## src/rtl/adex_tdm_scheduler_pkg.sv

```systemverilog
// Shared definitions for the AdEx time-multiplexed scheduler: state word format,
// default membrane reset value and sweep FSM encoding.
package adex_tdm_scheduler_pkg;

    localparam int DATA_W = 16;
    localparam int FRAC   = 12;   // Q4.12 fractional bits of V and w

    localparam logic [DATA_W-1:0] V_INIT_DEFAULT = 16'hB000;

    typedef enum logic [1:0] {
        S_IDLE  = 2'd0,
        S_ISSUE = 2'd1,
        S_WAIT  = 2'd2,
        S_DONE  = 2'd3
    } state_t;

endpackage

```

## src/rtl/adex_spike_fifo.sv

```systemverilog
// Small synchronous FIFO of spiking neuron indices. Occupancy counter drives
// full/empty; a push on a full FIFO is only accepted when a pop frees the slot.
module adex_spike_fifo #(
    parameter int DEPTH = 4,
    parameter int W     = 2
) (
    input  logic         clk,
    input  logic         reset,
    input  logic         push,
    input  logic [W-1:0] din,
    input  logic         pop,
    output logic [W-1:0] dout,
    output logic         full,
    output logic         empty,
    output logic         dropped
);

    localparam int PTR_W = $clog2(DEPTH);
    localparam int CNT_W = PTR_W + 1;

    logic [W-1:0]     mem [DEPTH];
    logic [PTR_W-1:0] wr_ptr;
    logic [PTR_W-1:0] rd_ptr;
    logic [CNT_W-1:0] count;
    logic             do_push;
    logic             do_pop;

    assign empty   = (count == '0);
    assign full    = (count == CNT_W'(DEPTH));
    assign do_pop  = pop && !empty;
    assign do_push = push && (!full || do_pop);
    assign dropped = push && !do_push;
    assign dout    = mem[rd_ptr];

    // NOTE: storage is not reset; entries are only read once the counter says they were written.
    always_ff @(posedge clk) begin
        if (do_push) mem[wr_ptr] <= din;
    end

    always_ff @(posedge clk) begin
        if (reset) begin
            wr_ptr <= '0;
            rd_ptr <= '0;
            count  <= '0;
        end else begin
            if (do_push) wr_ptr <= wr_ptr + PTR_W'(1);
            if (do_pop)  rd_ptr <= rd_ptr + PTR_W'(1);
            case ({do_push, do_pop})
                2'b10:   count <= count + CNT_W'(1);
                2'b01:   count <= count - CNT_W'(1);
                default: count <= count;
            endcase
        end
    end

endmodule

```

## src/rtl/adex_tdm_scheduler.sv

```systemverilog
// Sweeps N_NEURONS virtual neurons through one shared AdEx core per timestep,
// writing results back to a local V/w register file and logging spikes.
module adex_tdm_scheduler #(
    parameter int                 N_NEURONS  = 4,
    parameter int                 IDX_W      = 2,
    parameter int                 DATA_W     = adex_tdm_scheduler_pkg::DATA_W,
    parameter int                 FIFO_DEPTH = 4,
    parameter logic [DATA_W-1:0]  V_INIT     = adex_tdm_scheduler_pkg::V_INIT_DEFAULT
) (
    input  logic              clk,
    input  logic              reset,
    input  logic              tick,
    input  logic              enable,
    input  logic              init,
    output logic              core_valid,
    input  logic              core_ready,
    output logic [IDX_W-1:0]  core_idx,
    output logic [DATA_W-1:0] core_v,
    output logic [DATA_W-1:0] core_w,
    input  logic              res_valid,
    input  logic [DATA_W-1:0] res_v,
    input  logic [DATA_W-1:0] res_w,
    input  logic              res_spike,
    output logic              spk_valid,
    output logic [IDX_W-1:0]  spk_idx,
    input  logic              spk_pop,
    output logic              busy,
    output logic              overrun,
    output logic              spk_drop,
    input  logic              flag_clr,
    output logic [15:0]       step_cnt
);

    import adex_tdm_scheduler_pkg::*;

    state_t            state;
    state_t            state_nxt;
    logic [IDX_W-1:0]  idx;
    logic [DATA_W-1:0] v_mem [N_NEURONS];
    logic [DATA_W-1:0] w_mem [N_NEURONS];
    logic              last_idx;
    logic              result_take;
    logic              tick_dropped;
    logic              fifo_empty;
    logic              fifo_full;
    logic              fifo_dropped;

    assign last_idx     = (idx == IDX_W'(N_NEURONS - 1));
    assign result_take  = (state == S_WAIT) && res_valid;
    assign tick_dropped = tick && (state != S_IDLE);

    always_ff @(posedge clk) begin
        if (reset) state <= S_IDLE;
        else       state <= state_nxt;
    end

    // init takes priority over tick in IDLE, so a coincident tick is silently dropped.
    always_comb begin
        state_nxt = state;
        case (state)
            S_IDLE:  if (!init && tick && enable) state_nxt = S_ISSUE;
            S_ISSUE: if (core_ready)              state_nxt = S_WAIT;
            S_WAIT:  if (res_valid)               state_nxt = last_idx ? S_DONE : S_ISSUE;
            S_DONE:                               state_nxt = S_IDLE;
            default:                              state_nxt = S_IDLE;
        endcase
    end

    always_comb begin
        core_valid = (state == S_ISSUE);
        busy       = (state != S_IDLE);
    end

    assign core_idx = idx;
    assign core_v   = v_mem[idx];
    assign core_w   = w_mem[idx];

    always_ff @(posedge clk) begin
        if (reset) begin
            idx      <= '0;
            step_cnt <= '0;
            overrun  <= 1'b0;
            spk_drop <= 1'b0;
            for (int i = 0; i < N_NEURONS; i++) begin
                v_mem[i] <= V_INIT;
                w_mem[i] <= '0;
            end
        end else begin
            if (state == S_IDLE && init) begin
                for (int i = 0; i < N_NEURONS; i++) begin
                    v_mem[i] <= V_INIT;
                    w_mem[i] <= '0;
                end
            end
            if (state == S_IDLE && !init && tick && enable) idx <= '0;
            if (result_take) begin
                v_mem[idx] <= res_v;
                w_mem[idx] <= res_w;
                if (!last_idx) idx <= idx + IDX_W'(1);
            end
            if (state == S_DONE) step_cnt <= step_cnt + 16'd1;
            // A new event in the same cycle as flag_clr keeps the flag set.
            overrun  <= (overrun  && !flag_clr) || tick_dropped;
            spk_drop <= (spk_drop && !flag_clr) || fifo_dropped;
        end
    end

    adex_spike_fifo #(
        .DEPTH (FIFO_DEPTH),
        .W     (IDX_W)
    ) u_spike_fifo (
        .clk     (clk),
        .reset   (reset),
        .push    (result_take && res_spike),
        .din     (idx),
        .pop     (spk_pop),
        .dout    (spk_idx),
        .full    (fifo_full),
        .empty   (fifo_empty),
        .dropped (fifo_dropped)
    );

    assign spk_valid = !fifo_empty;

    logic unused_full;
    assign unused_full = fifo_full;

endmodule
```

## config.mk

```make
export PLATFORM = sky130hd
export DESIGN_NAME = adex_tdm_scheduler
export DESIGN_NICKNAME = d
export VERILOG_FILES = /design/src/rtl/adex_tdm_scheduler_pkg.sv /design/src/rtl/adex_spike_fifo.sv /design/src/rtl/adex_tdm_scheduler.sv
export SDC_FILE = /design/constraint.sdc
export NUM_CORES = 1
export LEC_CHECK = 0
export CAP_MARGIN = 15
export CORE_MARGIN = 8
export CORE_UTILIZATION = 30
export DETAILED_ROUTE_END_ITERATION = 6
export HOLD_SLACK_MARGIN = 0.08
export PLACE_DENSITY = 0.47
export SKIP_LAST_GASP = 1
export SYNTH_ARGS = -nofsm -noshare
export SYNTH_HDL_FRONTEND = slang
export SYNTH_SLANG_ARGS = --single-unit
export TNS_END_PERCENT = 1
```

## constraint.sdc

```tcl
create_clock -name clk -period 3.8 [get_ports clk]
set_input_delay 1.14 -clock clk [delete_from_list [all_inputs] [get_ports clk]]
set_output_delay 1.14 -clock clk [all_outputs]
set_load 0.05 [all_outputs]
```

# == Word-level counts from Yosys, hierarchy flattened ==
# Memory sizes are Yosys's and may differ from the RTL's. A register that Yosys moved wholly into a read port is not among the register bits.
# Index checks and enable logic that the tools add are counted.
# classes
add_sub_neg,6
n_eq_ne,10
mux,37
n_bitwise,8
n_reduce_logical,29
# ops
op,n
16-bit two-way mux,10
16-bit OR reduction,2
2-bit two-way mux,13
16-bit by 1-bit adder with 16-bit output (second input constant),1
1-bit logical AND,14
1-bit two-way mux,12
2-bit == test (second input constant),4
1-bit bitwise OR,8
2-bit one-hot mux with 4 select lines,1
2-bit by 1-bit adder with 2-bit output (second input constant),3
3-bit one-hot mux with 2 select lines,1
1-bit logical NOT,5
2-bit by 1-bit == test with 1-bit output (second input constant),2
2-bit != test (second input constant),2
2-bit nonzero test,2
3-bit by 1-bit adder with 3-bit output (second input constant),1
3-bit == test (second input constant),1
3-bit logical NOT,1
1-bit logical OR,3
3-bit AND reduction,1
3-bit by 1-bit subtractor with 3-bit output (second input constant),1
2-bit logical NOT,1
2-bit by 1-bit != test with 1-bit output (second input constant),1
# word_totals
reg_bits,29
ram_bits,136
n_memories,3
# memory_table
name,depth,width,rd,rd_clocked_by_memory_dff,wr,line,text
v_mem,4,16,1,1,4,adex_tdm_scheduler.sv:39,logic [DATA_W-1:0] v_mem [N_NEURONS];
w_mem,4,16,1,1,4,adex_tdm_scheduler.sv:40,logic [DATA_W-1:0] w_mem [N_NEURONS];
u_spike_fifo.mem,4,2,1,1,1,adex_spike_fifo.sv:21,logic [W-1:0] mem [DEPTH];

# == Logic depth before layout (Yosys ltp) ==
# Gate-level depths: netlist of the first run.
# depth
word_depth,8
depth_mapped,10
ltp_nobuf,9

# == Hierarchy ==
# A second synthesis of the first run with hierarchy kept.
# hier_totals
hier_cells,516
area_unflattened_um2,7440.9
# by_module_without_submodules
mod,instances,cells_per_inst,area_per_inst_um2,seq_area_each_um2
adex_tdm_scheduler,1,451,6638.9,4284.1
adex_spike_fifo,1,65,802.0,420.4

# == Worst setup path before layout of the first run ==
# No wires, ideal clock.
# synth_path
path_type,reg2out
startpoint,register core_idx[0] (netlist name)
endpoint,output core_v[10]
arrival_ns,2.000
required_ns,2.660
setup_slack_ns,0.660
path_stages_with_launch,4
cell_sequence,dfxtp_1 -> buf_2 -> buf_2 -> mux4_2
# synth_lines
item,line,text
to (decl),adex_tdm_scheduler.sv:18,"output logic [DATA_W-1:0] core_v,"

==> results of run 1 <==
==> cells by family (layout without fill, tap and decap cells) <==
| family | count (synthesis) | after routing | share of synthesized area [%] |
|---|---|---|---|
| and+or+nand+nor | 210 | 210 | 17.44 |
| DFF | 167 | 167 | 62.93 |
| buffers and inverters | 50 | 163 | 3.397 |
| muxes | 37 | 37 | 10.66 |
| AOI/OAI and AO/OA | 22 | 22 | 1.875 |
| xor gates and xnor gates | 15 | 15 | 1.757 |
| adders and majority gates | 11 | 11 | 1.941 |
==> where the power goes <==
group / internal, uW / switching (uW)
logic: 117 / 174
clock network: 1040 / 738
registers: 2040 / 19.5
total: 3190 / 932
==> final timing paths <==
path / to / cells after the start
max: core_w[0] / 3
max reg2reg: w_mem[2][0]$_SDFFCE_PN0P_ / 5
min reg2reg: overrun$_SDFF_PP0_ / 2
min: overrun$_SDFF_PP0_ / 2
==> worst max-delay path, stage by stage (launching register included) <==
cell,delay (ns)
dfxtp_4,0.52
buf_12,0.24
mux4_2,0.57
clkdlybuf4s50_1,0.73
==> per-layer routing <==
metal	up-vias	global-route usage [%]	part of all wire, %
met5	-	0	0
met4	0	3.634	1.2
met3	18	3.986	5.3
met2	106	20.74	48
met1	2220	14.61	45
li1	2113	-	-
==> cell type report <==
| cell class | instances | area share [%] |
|---|---|---|
| Sequential cell | 167 | 49.71 |
| Multi-Input combinational cell | 295 | 26.74 |
| Timing Repair Buffer | 117 | 12.36 |
| Clock buffer | 17 | 4.490 |
| Tap cell | 324 | 4.279 |
| Clock inverter | 14 | 1.823 |
| Inverter | 15 | 0.5943 |
==> state kept, by name, indices dropped and copies added (netlist names), named ones only <==
name,cells
overrun,1
u_spike_fifo.rd_ptr,2
spk_drop,1
step_cnt,16
u_spike_fifo.wr_ptr,2
u_spike_fifo.count,3
u_spike_fifo.mem,8
core_idx,2
w_mem,64
v_mem,64
state,2
==> metrics by stage <==
step           worst slack [ns]  power [uW]  cell area (um^2)  utilization, %  std cells
6_report                 0.1716        4125              9474           38.84        949
5_1_grt                 0.06152        4260              9474           38.84        949
4_1_cts                  0.1165        4179              9474           38.84        949
3_5_place_dp             0.2787        2399              8876           36.39        918
3_3_place_gp             0.4048        2393              8876           36.39        918
2_1_floorplan            0.6598        2251              7476               -        512
==> cells in the final DEF, fill, tap and decap left out, types with 2 or more instances in the layout <==
cell type,count
nor2_1,29
clkbuf_16,17
inv_1,15
nand4_4,2
mux2i_1,2
clkdlybuf4s50_1,97
xor2_1,5
nand3_1,5
inv_6,4
nand2_1,9
buf_12,4
nor4_2,3
ha_1,10
a32oi_1,2
nor2b_1,2
nand2b_1,15
and3_1,88
clkinv_1,2
buf_4,16
a31o_2,2
mux4_2,34
bufinv_16,3
a21oi_1,12
xnor2_1,10
nand2b_2,4
or3_1,3
clkinvlp_4,3
and2_1,36
nor3_1,5
clkinv_4,2
edfxtp_1,136
o21ai_0,2
dfxtp_1,29
==> flow_summary.json, run 1 <==
{
  "synth.avg_cell_area_um2": 14.60,
  "reg2reg_slack_ns": 1.20,
  "critPathRequiredTime_ns": 2.66,
  "min_period_over_period_pct": 95.48,
  "worstPathMaxFanout": 17,
  "drt_first_pass_iters": 4,
  "vdd_drop_max_mv": 0.2557,
  "final.min_clock_period_ns": 3.628,
  "clkTransAtPathRegs_ns": 0.07,
  "dpl.hpwl_um": 11410,
  "final.setup_skew_ns": 0.01729,
  "synth_area_mm2": 0.007476,
  "cap_violations": 0,
  "synth_seq_cells": 167,
  "grt_max_degree": 61,
  "viasPerCell": 4.697,
  "grt_pass1_vias": 4838,
  "slew_viol_final": 0,
  "hold_viol_final": 0,
  "cts_resized": 0,
  "status": "finished, final reports clean",
  "setup_viol": 0,
  "hp-class": "reg2reg",
  "drt_wl_total_um": 18320,
  "port_buffers": 98,
  "cts_sinks": 167,
  "synth_flop_cell": "edfxtp_1",
  "maxSlewHeadroom_pct": 60.78,
  "clockRootBuffer": "clkbuf_16",
  "synth_edf_count": 136,
  "worst_pin_slew_ns": 0.5884,
  "final_layout_size_suffix_gt1_share_pct": 16.48,
  "via_count": 4457,
  "track_usage_pct": 12.25,
  "drtIter0Drc": 234,
  "hold_start": "overrun$_SDFF_PP0_",
  "yosysMostFrequentCell": "edfxtp_1",
  "io_pins": 99,
  "rows": 57,
  "hold_buffers": 0,
  "n_antenna_cell": 0,
  "area_delta_synth_final_pct": 26.73,
  "final_antenna_net_count": 0,
  "async_flop_share_pct": 0,
  "synth.area.top_cells": "edfxtp_1, mux4_2, dfxtp_1, and3_1, and2_1",
  "synth_nets": 565,
  "grt_pass1_wl_um": 28370,
  "dieArea_mm2": 0.03023,
  "register_area_mm2": 0.004710,
  "insertion_delay_ns": 0.43,
  "whs_ns": 0.4651,
  "timing.critical_path.from": "core_idx[0]$_SDFF_PP0_",
  "n_fill_cell": 2301,
  "multiInputGateArea_mm2": 0.002534,
  "route.detailed.drc": 0,
  "place_congestion": 0.7431,
  "nets": 666,
  "synth_top_area_share_pct": 54.63,
  "rsz0062_at_grt": "no",
  "crit_type": "reg2out",
  "seq_area_frac_synth_pct": 62.93,
  "p_per_area_mw_per_mm2": 435.4,
  "cp_data_arrival_time_ns": 2.49,
  "syn_inst": 512,
  "cts_tree": "yes",
  "timing.fmax_mhz": 275.6,
  "core_mm2": 0.02439,
  "leakage_uw": 0.003611,
  "antenna_found_initial": 0,
  "fp.dieW_um": 173.9,
  "yosysTopAreaCell": "edfxtp_1",
  "htreeDepth": 4,
  "worstSetupStartpointType": "register",
  "synth_common_cells": "edfxtp_1, and3_1, and2_1",
  "synth_warnings": 0,
  "initial_core_util_pct": 30.65,
  "post_cts_buffers": 0,
  "setup_tns_ns": 0,
  "cts_buffers": 17,
  "clk_path_buf_depth": 2,
  "overflow": 0,
  "endpoint_kind": "output pin",
  "r2r_start": "core_idx[1]$_SDFF_PP0_",
  "synthDistinctLibCells": 43,
  "wl_per_cell_um": 19.31,
  "die_h_um": 173.9
}
Power figures use the tool's default switching activity.
==> inputs of run 2 (changes only) <==
--- a/config.mk
+++ b/config.mk
@@ -11,6 +11,7 @@
 export DETAILED_ROUTE_END_ITERATION = 6
 export HOLD_SLACK_MARGIN = 0.08
 export PLACE_DENSITY = 0.47
+export SETUP_SLACK_MARGIN = 0.3
 export SKIP_LAST_GASP = 1
 export SYNTH_ARGS = -nofsm -noshare
 export SYNTH_HDL_FRONTEND = slang
==> flow_summary.json, run 2 (synthesized netlist as in run 1, its figures left out) <==
{
  "status": "finished, final reports clean",
  "hold_buffers": 0,
  "vdd_drop_max_mv": 0.2557,
  "critPathSlowestCell": "clkdlybuf4s50_1",
  "port_buffers": 98,
  "p_total_uw": 4125,
  "whs_ns": 0.4651,
  "clkTransAtPathRegs_ns": 0.07,
  "fp.dieW_um": 173.9,
  "n_antenna_cell": 0,
  "reg_top3": "v_mem: 64 flops, w_mem: 64 flops, step_cnt: 16 flops",
  "mostFrequentLayoutCells": "edfxtp_1, clkdlybuf4s50_1, and3_1, and2_1, mux4_2",
  "fin_util_pct": 38.85,
  "critPathRequiredTime_ns": 2.66,
  "io_pins": 99,
  "via_count": 4457,
  "viasPerCell": 4.697,
  "die_h_um": 173.9,
  "hp-class": "reg2reg",
  "rows": 57,
  "cp_data_arrival_time_ns": 2.48,
  "worstSetupStartpointType": "register",
  "overflow": 0,
  "n_fill_cell": 2301,
  "dieArea_mm2": 0.03023,
  "post_cts_buffers": 0,
  "place_congestion": 0.7431,
  "hold_start": "overrun$_SDFF_PP0_",
  "grt_pass1_wl_um": 28370,
  "hold_viol_final": 0,
  "slew_viol_final": 0,
  "r2r_start": "core_idx[1]$_SDFF_PP0_",
  "multiInputGateArea_mm2": 0.002534,
  "leakage_uw": 0.003629,
  "timing.fmax_mhz": 276.1,
  "worst_pin_slew_ns": 0.5881,
  "worst_slack_ns": 0.1778,
  "drt_first_pass_iters": 4,
  "clockRootBuffer": "clkbuf_16",
  "insertion_delay_ns": 0.43,
  "nets": 666,
  "crit_type": "reg2out",
  "cap_violations": 0,
  "track_usage_pct": 12.25,
  "route.detailed.drc": 0,
  "final_common_cell": "edfxtp_1",
  "min_period_over_period_pct": 95.32,
  "critPathMaxStageDelay_ns": 0.74,
  "p_per_area_mw_per_mm2": 435.3,
  "timing.critical_path.from": "core_idx[0]$_SDFF_PP0_",
  "dpl.hpwl_um": 11410,
  "endpoint_kind": "output pin",
  "drt_wl_total_um": 18330,
  "register_area_mm2": 0.004710,
  "core_mm2": 0.02439,
  "final.setup_skew_ns": 0.01729,
  "wl_per_cell_um": 19.31,
  "final.min_clock_period_ns": 3.622,
  "clk_path_buf_depth": 2,
  "rsz0062_at_grt": "yes",
  "cts_tree": "yes",
  "maxSlewHeadroom_pct": 60.80,
  "dp_slack_ns": 0.2787,
  "setup_viol": 0,
  "worstPathMaxFanout": 17,
  "initial_core_util_pct": 30.65,
  "cp_cell_sequence": "buf_12 -> mux4_2 -> clkdlybuf4s50_1",
  "htreeDepth": 4,
  "area_delta_synth_final_pct": 26.74,
  "cts_buffers": 17,
  "final_antenna_net_count": 0,
  "grt_pass1_vias": 4838,
  "grt_max_degree": 61,
  "antenna_found_initial": 0,
  "setup_tns_ns": 0,
  "drtIter0Drc": 234,
  "final_layout_size_suffix_gt1_share_pct": 16.48,
  "cts_sinks": 167
}
==> run 2: power by group <==
| part | switching [uW] | leakage, uW | internal, uW |
|---|---|---|---|
| clock network | 738 | 0.000282 | 1040 |
| registers | 19.5 | 0.00170 | 2040 |
| logic | 174 | 0.00165 | 116 |
| total | 932 | 0.00363 | 3190 |
==> run 2: what timing repair did <==
| action | CTS | global route |
|---|---|---|
| pin swaps | 0 | 0 |
| endpoints found under the setup margin | 29 | 30 |
| resized for setup | 1 | 1 |
==> run 2: critical path, delay by kind of cell (launching register included) <==
family / cells / cell delay (ns)
mux: 1 / 0.55
flops: 1 / 0.52
buf+inv: 2 / 0.98
==> run 2: path summary, 6_finish.rpt <==
check                                    to  slack (ns)  cells after the start
hold reg to reg          overrun$_SDFF_PP0_        0.47                      2
hold / removal           overrun$_SDFF_PP0_        0.47                      2
setup reg to reg  w_mem[2][0]$_SDFFCE_PN0P_        1.20                      5
setup / recovery                 core_w[11]        0.18                      3
==> run 2: layout make-up <==
cell class,instances,area share (%)
Inverter,15,0.5942
Multi-Input combinational cell,295,26.74
Clock buffer,17,4.490
Sequential cell,167,49.70
Timing Repair Buffer,117,12.37
Tap cell,324,4.278
Clock inverter,14,1.822
==> run 2: metal layers <==
metal	GRT usage (%)	part of all wire, %
met4	3.634	1.2
met5	0	0
met1	14.61	45
met2	20.74	48
met3	3.986	5.3
==> run 2: metrics by stage <==
step	area, um^2	std cells
floorplan	7476	512
global placement	8876	918
detailed placement	8876	918
CTS	9473	949
global route	9475	949
finish	9475	949
